--- config.mk ---
export PLATFORM = sky130hd
export DESIGN_NAME = seq_multiplier
export DESIGN_NICKNAME = d
export VERILOG_FILES = /design/src/rtl/seq_multiplier_pkg.sv /design/src/rtl/seq_multiplier_digit_pp.sv /design/src/rtl/seq_multiplier.sv
export SDC_FILE = /design/constraint.sdc
export NUM_CORES = 1
export LEC_CHECK = 0
export ABC_CLOCK_PERIOD_IN_PS = 5850
export BUFFER_PORTS_ARGS = -buffer_cell sky130_fd_sc_hd__buf_2
export CAP_MARGIN = 20
export CORE_AREA = 2 2 138 154
export DETAILED_ROUTE_END_ITERATION = 12
export DIE_AREA = 0 0 140 156
export GPL_ROUTABILITY_DRIVEN = 0
export PLACE_DENSITY = 0.91
export SYNTH_ARGS = -nofsm -noshare
export SYNTH_HDL_FRONTEND = slang
export SYNTH_SLANG_ARGS = --single-unit
--- constraint.sdc ---
create_clock -name clk -period 5.85 [get_ports clk]
set_input_delay 0.8775 -clock clk [delete_from_list [all_inputs] [get_ports clk]]
set_output_delay 0.8775 -clock clk [all_outputs]
set_load 0.03 [all_outputs]
--- src/rtl/seq_multiplier_pkg.sv ---
// Shared FSM type and elaboration/datapath helpers for the sequential multiplier.
package seq_multiplier_pkg;

    typedef enum logic [1:0] {IDLE, CALC, DONE} state_t;

    // Widest operand that mag() can take a magnitude of.
    localparam int MAG_W = 64;
    localparam int IDX_W = $clog2(MAG_W);

    function automatic int ceil_div(input int num, input int den);
        return (num + den - 1) / den;
    endfunction

    // Unsigned magnitude of the low w bits of value. The most negative
    // w-bit value maps to 2^(w-1), which still fits in w unsigned bits.
    function automatic logic [MAG_W-1:0] mag(input logic [MAG_W-1:0] value,
                                             input int w,
                                             input logic is_signed);
        logic [MAG_W-1:0] mask;
        mask = {MAG_W{1'b1}} >> (MAG_W - w);
        if (is_signed && value[IDX_W'(w - 1)])
            return (~value + MAG_W'(1)) & mask;
        return value & mask;
    endfunction

endpackage

--- src/rtl/seq_multiplier_digit_pp.sv ---
// Combinational partial product of the multiplicand magnitude and one digit of b.
module mult_digit_pp
    import seq_multiplier_pkg::*;
#(
    parameter int WIDTH_A    = 32,
    parameter int DIGIT_BITS = 1
) (
    input  logic [WIDTH_A-1:0]            a_mag,
    input  logic [DIGIT_BITS-1:0]         digit,
    output logic [WIDTH_A+DIGIT_BITS-1:0] pp
);

    localparam int PP_W = WIDTH_A + DIGIT_BITS;

    always_comb begin
        pp = '0;
        for (int k = 0; k < DIGIT_BITS; k++) begin
            if (digit[k])
                pp = pp + (PP_W'(a_mag) << k);
        end
    end

endmodule

--- src/rtl/seq_multiplier.sv ---
// Multi-cycle radix-2^DIGIT_BITS shift-add multiplier with valid/ready on both sides.
module seq_multiplier
    import seq_multiplier_pkg::*;
#(
    parameter int WIDTH_A    = 32,
    parameter int WIDTH_B    = 32,
    parameter int DIGIT_BITS = 1
) (
    input  logic                       clk,
    input  logic                       rst_n,
    input  logic [WIDTH_A-1:0]         a,
    input  logic [WIDTH_B-1:0]         b,
    input  logic                       is_signed,
    input  logic                       in_valid,
    output logic                       in_ready,
    output logic [WIDTH_A+WIDTH_B-1:0] product,
    output logic                       out_valid,
    input  logic                       out_ready,
    output logic                       busy
);

    localparam int N     = ceil_div(WIDTH_B, DIGIT_BITS);
    localparam int BP_W  = N * DIGIT_BITS;
    localparam int ACC_W = WIDTH_A + BP_W;
    localparam int PP_W  = WIDTH_A + DIGIT_BITS;
    localparam int P_W   = WIDTH_A + WIDTH_B;
    localparam int CNT_W = (N > 1) ? $clog2(N) : 1;

    state_t              state;
    state_t              state_next;
    logic                accept;
    logic                last_step;
    logic [WIDTH_A-1:0]  a_mag;
    logic [BP_W-1:0]     b_rem;
    logic                neg;
    logic [ACC_W-1:0]    acc;
    logic [ACC_W-1:0]    acc_next;
    logic [ACC_W+DIGIT_BITS-1:0] acc_sum;
    logic [PP_W-1:0]     pp;
    logic [P_W-1:0]      prod_mag;
    logic [CNT_W-1:0]    cnt;

    mult_digit_pp #(
        .WIDTH_A   (WIDTH_A),
        .DIGIT_BITS(DIGIT_BITS)
    ) u_pp (
        .a_mag(a_mag),
        .digit(b_rem[DIGIT_BITS-1:0]),
        .pp   (pp)
    );

    assign accept    = in_valid && in_ready;
    assign last_step = (cnt == CNT_W'(N - 1));
    assign out_valid = (state == DONE);

    // Shift-right accumulation: the digit's partial product lands just above
    // the b-width window, then the whole value drops by one digit.
    assign acc_sum  = {DIGIT_BITS'(0), acc} + {pp, BP_W'(0)};
    assign acc_next = ACC_W'(acc_sum >> DIGIT_BITS);
    assign prod_mag = P_W'(acc_next);

    always_ff @(posedge clk) begin
        if (!rst_n)
            state <= IDLE;
        else
            state <= state_next;
    end

    always_comb begin
        state_next = state;
        in_ready   = 1'b0;
        busy       = 1'b0;
        case (state)
            IDLE: begin
                in_ready = 1'b1;
                if (in_valid)
                    state_next = CALC;
            end
            CALC: begin
                busy = 1'b1;
                if (last_step)
                    state_next = DONE;
            end
            DONE: begin
                // Ready opens in the same cycle the result is taken, so a
                // waiting operand pair starts with no bubble.
                if (out_ready) begin
                    in_ready   = 1'b1;
                    state_next = in_valid ? CALC : IDLE;
                end
            end
            default: state_next = IDLE;
        endcase
    end

    always_ff @(posedge clk) begin
        if (!rst_n) begin
            cnt     <= '0;
            product <= '0;
        end else begin
            if (accept)
                cnt <= '0;
            else if (state == CALC)
                cnt <= cnt + CNT_W'(1);
            if (state == CALC && last_step)
                product <= neg ? -prod_mag : prod_mag;
        end
    end

    always_ff @(posedge clk) begin
        if (accept) begin
            a_mag <= WIDTH_A'(mag(MAG_W'(a), WIDTH_A, is_signed));
            b_rem <= BP_W'(mag(MAG_W'(b), WIDTH_B, is_signed));
            neg   <= is_signed && (a[WIDTH_A-1] ^ b[WIDTH_B-1]);
            acc   <= '0;
        end else if (state == CALC) begin
            acc   <= acc_next;
            b_rem <= b_rem >> DIGIT_BITS;
        end
    end

endmodule

==> results of run 1 <==
state kept, by name (all words and copies together), names as in the netlist:
register and cells:
a_mag 32, acc 63, b_rem 32, cnt 5
product 64, neg 1, state 2
worst max path at each step:
stage,slack [ps],to
after global placement,740,product[63]
after global routing,180,product[63]
after floorplan,1220,product[63]
final,450,product[63]
after detailed placement,610,product[63]
after CTS,600,product[63]
power groups by stage:
stage	Combinational, uW	Sequential [uW]	Clock, uW
floorplan	979	1640	0
global placement	1160	1670	0
detailed placement	1200	1670	0
CTS	1220	1640	1170
global route	1380	1650	1220
finish	1250	1640	1170
cell usage after synthesis, types with 16 or more instances:
master | number | share of area
edfxtp_1 | 65 | 0.17
nor2_1 | 109 | 0.035
o21ai_0 | 138 | 0.058
ha_1 | 37 | 0.039
clkbuf_1 | 56 | 0.018
nor3_1 | 30 | 0.013
and2_1 | 42 | 0.022
xor2_1 | 88 | 0.065
a211oi_1 | 52 | 0.033
nand2_1 | 210 | 0.067
or3_1 | 16 | 0.0085
inv_1 | 19 | 0.0060
nand3_1 | 37 | 0.016
o31ai_1 | 24 | 0.015
a21oi_1 | 57 | 0.024
dfxtp_1 | 134 | 0.23
xnor2_1 | 50 | 0.037
cell type report:
cell class / instances / area, um^2
fillers: 1616 / 7167
multi-input cells: 1083 / 6724
flip-flops and latches: 199 / 4634
repair buffers: 145 / 794.5
clock buffers: 19 / 454.2
well taps: 256 / 320.3
clock inverters: 13 / 123.9
inverters: 22 / 82.58
worst register-to-register path: stages (launching register included):
cell      delay (ps)
edfxtp_1         680
and2_1           280
ha_1             210
fa_1             410
a21o_1           210
a221oi_1         590
o21bai_1         190
nor4b_1          310
a311oi_1         180
or4b_1           640
or4_4            600
or4b_4           510
and3_4           200
o41ai_2          290
kinds of logic after synthesis:
| group | after synthesis | share of synthesized area |
|---|---|---|
| adder cells (fa/ha/maj) | 38 | 0.04087 |
| flip-flops | 199 | 0.3922 |
| multiplexers | 6 | 0.005294 |
| XOR/XNOR | 138 | 0.1023 |
| AND/OR/NAND/NOR | 524 | 0.2111 |
| buffers and inverters | 98 | 0.03949 |
| AO/OA/AOI/OAI | 377 | 0.2088 |
per-stage QoR:
step	setup WS (ps)	instances	util	hold slack [ps]	power, uW
after detailed placement	611.7	1704	0.6171	452.0	2866
after floorplan	1225	1380	-	431.5	2614
final	447.9	1737	0.6470	459.7	4055
after CTS	596.9	1736	0.6456	460.7	4028
after global routing	180.4	1737	0.6470	486.7	4251
after global placement	741.3	1702	0.6152	442.1	2823
metal layers:
layer  global-route usage  routed length, um
met1               0.3236              11900
met2               0.4288              13050
met3              0.04727               1983
met4              0.07696                623
met5                    0                  0
==> results.md, run 1 <==
* Status: finished, violations left
* Failing checks: design-rule violations
* Endpoint, Worst Hold: product[30]
* Hold-fix buffers at CTS at 0
* Final setup vio count at 0
* Wirelength per Cell at 15.86 um
* Seq pwr share at 0.404
* Post-Syn Area per Cell at 8.563 um^2
* Startpoint Class: flip-flop
* Post-synth EDFFs at 65
* DRC violation count after routing at 10
* Crit path DAT at 5740 ps
* Cell area after placement at 0.01253 mm^2
* Part of the power in combinational logic at 0.308
* Placed wire-length estimate at 19820 um
* Psw at 1427 uW
* Number of buffers inserted during clock tree synthesis at 17
* Family with the most delay on the worst path: simple AND/OR/NAND/NOR gates
* Clock Latency Late Sink at 440 ps
* Largest net degree at the start of global routing at 116
* Internal Pwr Total at 2629 uW
* Count of yosys warnings during synthesis at 0
* Starting density of the core at 0.5821
* Count of buffering cells on the critical path with inverters included at 0
* Setup slack on the worst flop-to-flop path at 450 ps
* TritonCTS clock tree: built
* Post-synthesis net count at 1487
* Hold WC Path Type: reg -> reg
* Sw Ratio at 0.3518
* Maximum vdd drop at 0.2210 mV
* Post-route standard cell area excluding fillers at 0.01313 mm^2
* Kind of end point of the critical path: flip-flop
* Die Y at 156 um
* Count of nets after finishing at 1575
* GRT Total Usage at 0.2507
* Via count of the first global-routing pass at 9496
* Number of I/O port buffers at 135
* Clock buffer depth at 2
* Distinct cell type count of the synthesized netlist at 83
* WS Path Type: reg -> reg
* Placement Rows at 55
* Buffers inserted during post-CTS setup optimization at 0
* Floorplan die width at 140 um
* CP max-delay cell: edfxtp_1
* RSZ-0062 raised after global routing: no
* First element of the critical path: b_rem[0]
* Via density per instance at 5.984
* Cell count along the critical path at 13
* Startpoint of the lowest-slack register-to-register path: b_rem[0]
* Slowest stage delay, CP at 680 ps
* Slew of the pin with the lowest slew margin at 1068 ps
* Biggest fanout along the worst timing path at 32
* Via total after detailed routing at 10400
* Number of antenna violations at the first check in global routing at 0
* Number of storage elements in the synthesis netlist at 199
* Final hold viol count at 0
* First-pass GRT wire length at 45340 um
* Area of the mapped netlist at 0.01182 mm^2
* Number of violations of the max-capacitance limit at 0
* Clock tree root buffer cell: clkbuf_16
* Inserted Diodes at 0
* Worst path required time at 6180 ps
* Share of synthesized flip-flops with an asynchronous set or reset at 0
* Resize count post-CTS at 0
* H-tree depth at 4
* Detail Route Antenna Nets at 0
* Fmax at 185.1 MHz
* WL final at 27560 um
* Clock-pin slew on the worst setup and hold paths at 70 ps
* Final Max Slew Viols at 0
* Share of layout cells above drive strength 1 at 0.1431
* Crit share post-route at 0.9234
* Placeable core region at 0.02030 mm^2
* Final sum of negative setup slack at 0 ps
* Number of iterations in the first detailed-routing pass at 10
* Max-Slew Margin vs Limit at 0.2882
* End of the worst register-to-register path: product[63]
* Worst hold path cell count at 2
* Num ports at 136
* Synthesized netlist cell count at 1380
* Clock Power Share at 0.288
* Most used cells in the layout excluding fill and tap cells: 209 x nand2_1, 138 x o21ai_0, 135 x buf_2, 134 x dfxtp_1, 109 x nor2_1
* Full die area at 0.02184 mm^2
* Initial detailed-routing violation count at 825
* Main synth FF type: dfxtp_1
* # clock sinks at 199
* Worst hold start: product[30]
* Length in cells of the worst reg-to-reg path at 13
* Clk_skew at 14.61 ps
* Most common cell after layout, fill and taps aside: nand2_1
* Area growth syn-to-layout at 11.14%
* Sequential area share after synthesis at 0.3922
* Power density relative to cell area at 308.8 mW/mm^2
* Total leakage power at 0.005302 uW
* Chain of cells forming the critical path: and2_1 > ha_1 > fa_1 > a21o_1 > a221oi_1 > o21bai_1 > nor4b_1 > a311oi_1 > or4b_1 > or4_4 > or4b_4 > and3_4 > o41ai_2
* Global route total overflow at 0
* Crit path time final at 5402 ps
Power figures use the tool's default switching activity.
==> run 2, diff against run 1 <==
--- a/config.mk
+++ b/config.mk
@@ -7,10 +7,11 @@
 export LEC_CHECK = 0
 export ABC_CLOCK_PERIOD_IN_PS = 5850
 export BUFFER_PORTS_ARGS = -buffer_cell sky130_fd_sc_hd__buf_2
-export CAP_MARGIN = 20
-export CORE_AREA = 2 2 138 154
+export CELL_PAD_IN_SITES_DETAIL_PLACEMENT = 1
+export CELL_PAD_IN_SITES_GLOBAL_PLACEMENT = 1
+export CORE_AREA = 2 2 158 175
 export DETAILED_ROUTE_END_ITERATION = 12
-export DIE_AREA = 0 0 140 156
+export DIE_AREA = 0 0 160 177
 export GPL_ROUTABILITY_DRIVEN = 0
 export PLACE_DENSITY = 0.91
 export SYNTH_ARGS = -nofsm -noshare
==> results.md, run 2 (synthesized netlist as in run 1, its figures left out) <==
* Number of I/O port buffers at 135
* Clock Latency Late Sink at 460 ps
* Worst hold start: product[30]
* Power density relative to cell area at 317.2 mW/mm^2
* Max-Slew Margin vs Limit at 0.2092
* # clock sinks at 199
* Final Max Slew Viols at 0
* Clock tree root buffer cell: clkbuf_16
* Die Y at 177 um
* Clock buffer depth at 2
* WL final at 32640 um
* Placement Rows at 63
* Area growth syn-to-layout at 12.28%
* Post-route standard cell area excluding fillers at 0.01327 mm^2
* Via count of the first global-routing pass at 10680
* Initial detailed-routing violation count at 559
* DRC violation count after routing at 0
* Most common cell after layout, fill and taps aside: nand2_1
* Count of nets after finishing at 1574
* WS Path Type: reg -> reg
* Number of violations of the max-capacitance limit at 0
* Biggest fanout along the worst timing path at 32
* Total leakage power at 0.005296 uW
* Clock-pin slew on the worst setup and hold paths at 80 ps
* GRT Total Usage at 0.2314
* Hold WC Path Type: reg -> reg
* TritonCTS clock tree: built
* Final hold viol count at 0
* Cell area after placement at 0.01263 mm^2
* Largest registers: product x64, acc x63
* Starting density of the core at 0.4436
* Floorplan die width at 160 um
* Fmax at 184.6 MHz
* Placeable core region at 0.02664 mm^2
* First element of the critical path: b_rem[0]
* Maximum vdd drop at 0.1756 mV
* Slew of the pin with the lowest slew margin at 1186 ps
* RSZ-0062 raised after global routing: no
* Detail Route Antenna Nets at 0
* Crit path time final at 5417 ps
* Number of buffers inserted during clock tree synthesis at 17
* Startpoint Class: flip-flop
* Number of flip-flops in the largest register at 64
* Via total after detailed routing at 10540
* Kind of end point of the critical path: flip-flop
* Inserted Diodes at 0
* Hold-fix buffers at CTS at 0
* Num ports at 136
* Most used cells in the layout excluding fill and tap cells: 209 x nand2_1, 138 x o21ai_0, 135 x buf_2, 134 x dfxtp_1, 109 x nor2_1
* Final Power at 4210 uW
* Final setup vio count at 0
* Global route total overflow at 0
* Wirelength per Cell at 17.77 um
* Share of layout cells above drive strength 1 at 0.1432
* First-pass GRT wire length at 53550 um
* Register ranked first by flip-flop count: product
* Final sum of negative setup slack at 0 ps
* Clk_skew at 14.50 ps
* Number of iterations in the first detailed-routing pass at 5
* Full die area at 0.02832 mm^2
* Via density per instance at 5.739
* Worst path required time at 6200 ps
* Status: completed
* H-tree depth at 4
* Startpoint of the lowest-slack register-to-register path: b_rem[0]
* Crit share post-route at 0.9260
* Buffers inserted during post-CTS setup optimization at 0
* Setup slack on the worst flop-to-flop path at 430 ps
* Resize count post-CTS at 0
* Number of antenna violations at the first check in global routing at 0
* Crit path DAT at 5760 ps
* Largest net degree at the start of global routing at 116
* Placed wire-length estimate at 23720 um
run 2: stage by stage:
stage | utilization | setup WS [ps] | hold slack [ps] | instances
6_report | 0.4980 | 433.0 | 464.8 | 1837
5_1_grt | 0.4980 | 137.5 | 493.4 | 1837
4_1_cts | 0.4980 | 468.1 | 467.3 | 1837
3_5_place_dp | 0.4741 | 532.9 | 457.6 | 1805
3_3_place_gp | 0.4741 | 688.2 | 438.8 | 1805
2_1_floorplan | - | 1225 | 431.5 | 1380
run 2: area by class of cell:
type,instances,area (um^2)
clock buffer,17,425.4
fill,3228,13370
multi-input combinational,1083,6724
clock inverter,15,212.7
sequential,199,4634
timing repair buffer,144,743.2
inverter,22,82.58
tap,357,446.7
run 2: critical path: stages (launching register included):
cell and delay [ps]:
edfxtp_1 680, and2_1 270, ha_1 220, fa_1 410, a21o_1 210, a221oi_1 580
o21bai_1 210, nor4b_1 310, a311oi_1 180, or4b_1 640, or4_4 600, or4b_4 520
and3_4 200, o41ai_2 270
run 2: metal layers:
layer / vias to the layer above / part of all wire / global-route usage
met3: 45 / 0.044 / 0.03351
met2: 258 / 0.49 / 0.4087
li1: 5148 / - / -
met5: - / 0 / 0
met4: 0 / 0.020 / 0.07695
met1: 5092 / 0.44 / 0.2911
run 2: worst paths after layout:
check,endpoint,cells after the start
min,product[30],2
max reg2reg,product[63],13
max,product[63],13
min reg2reg,product[30],2
run 2: power breakdown:
| group | internal, uW | switching (uW) | total, uW | leakage, uW |
|---|---|---|---|---|
| clock | 638 | 651 | 1290 | 0.000310 |
| sequential | 1560 | 83.5 | 1640 | 0.00172 |
| combinational | 456 | 821 | 1280 | 0.00326 |
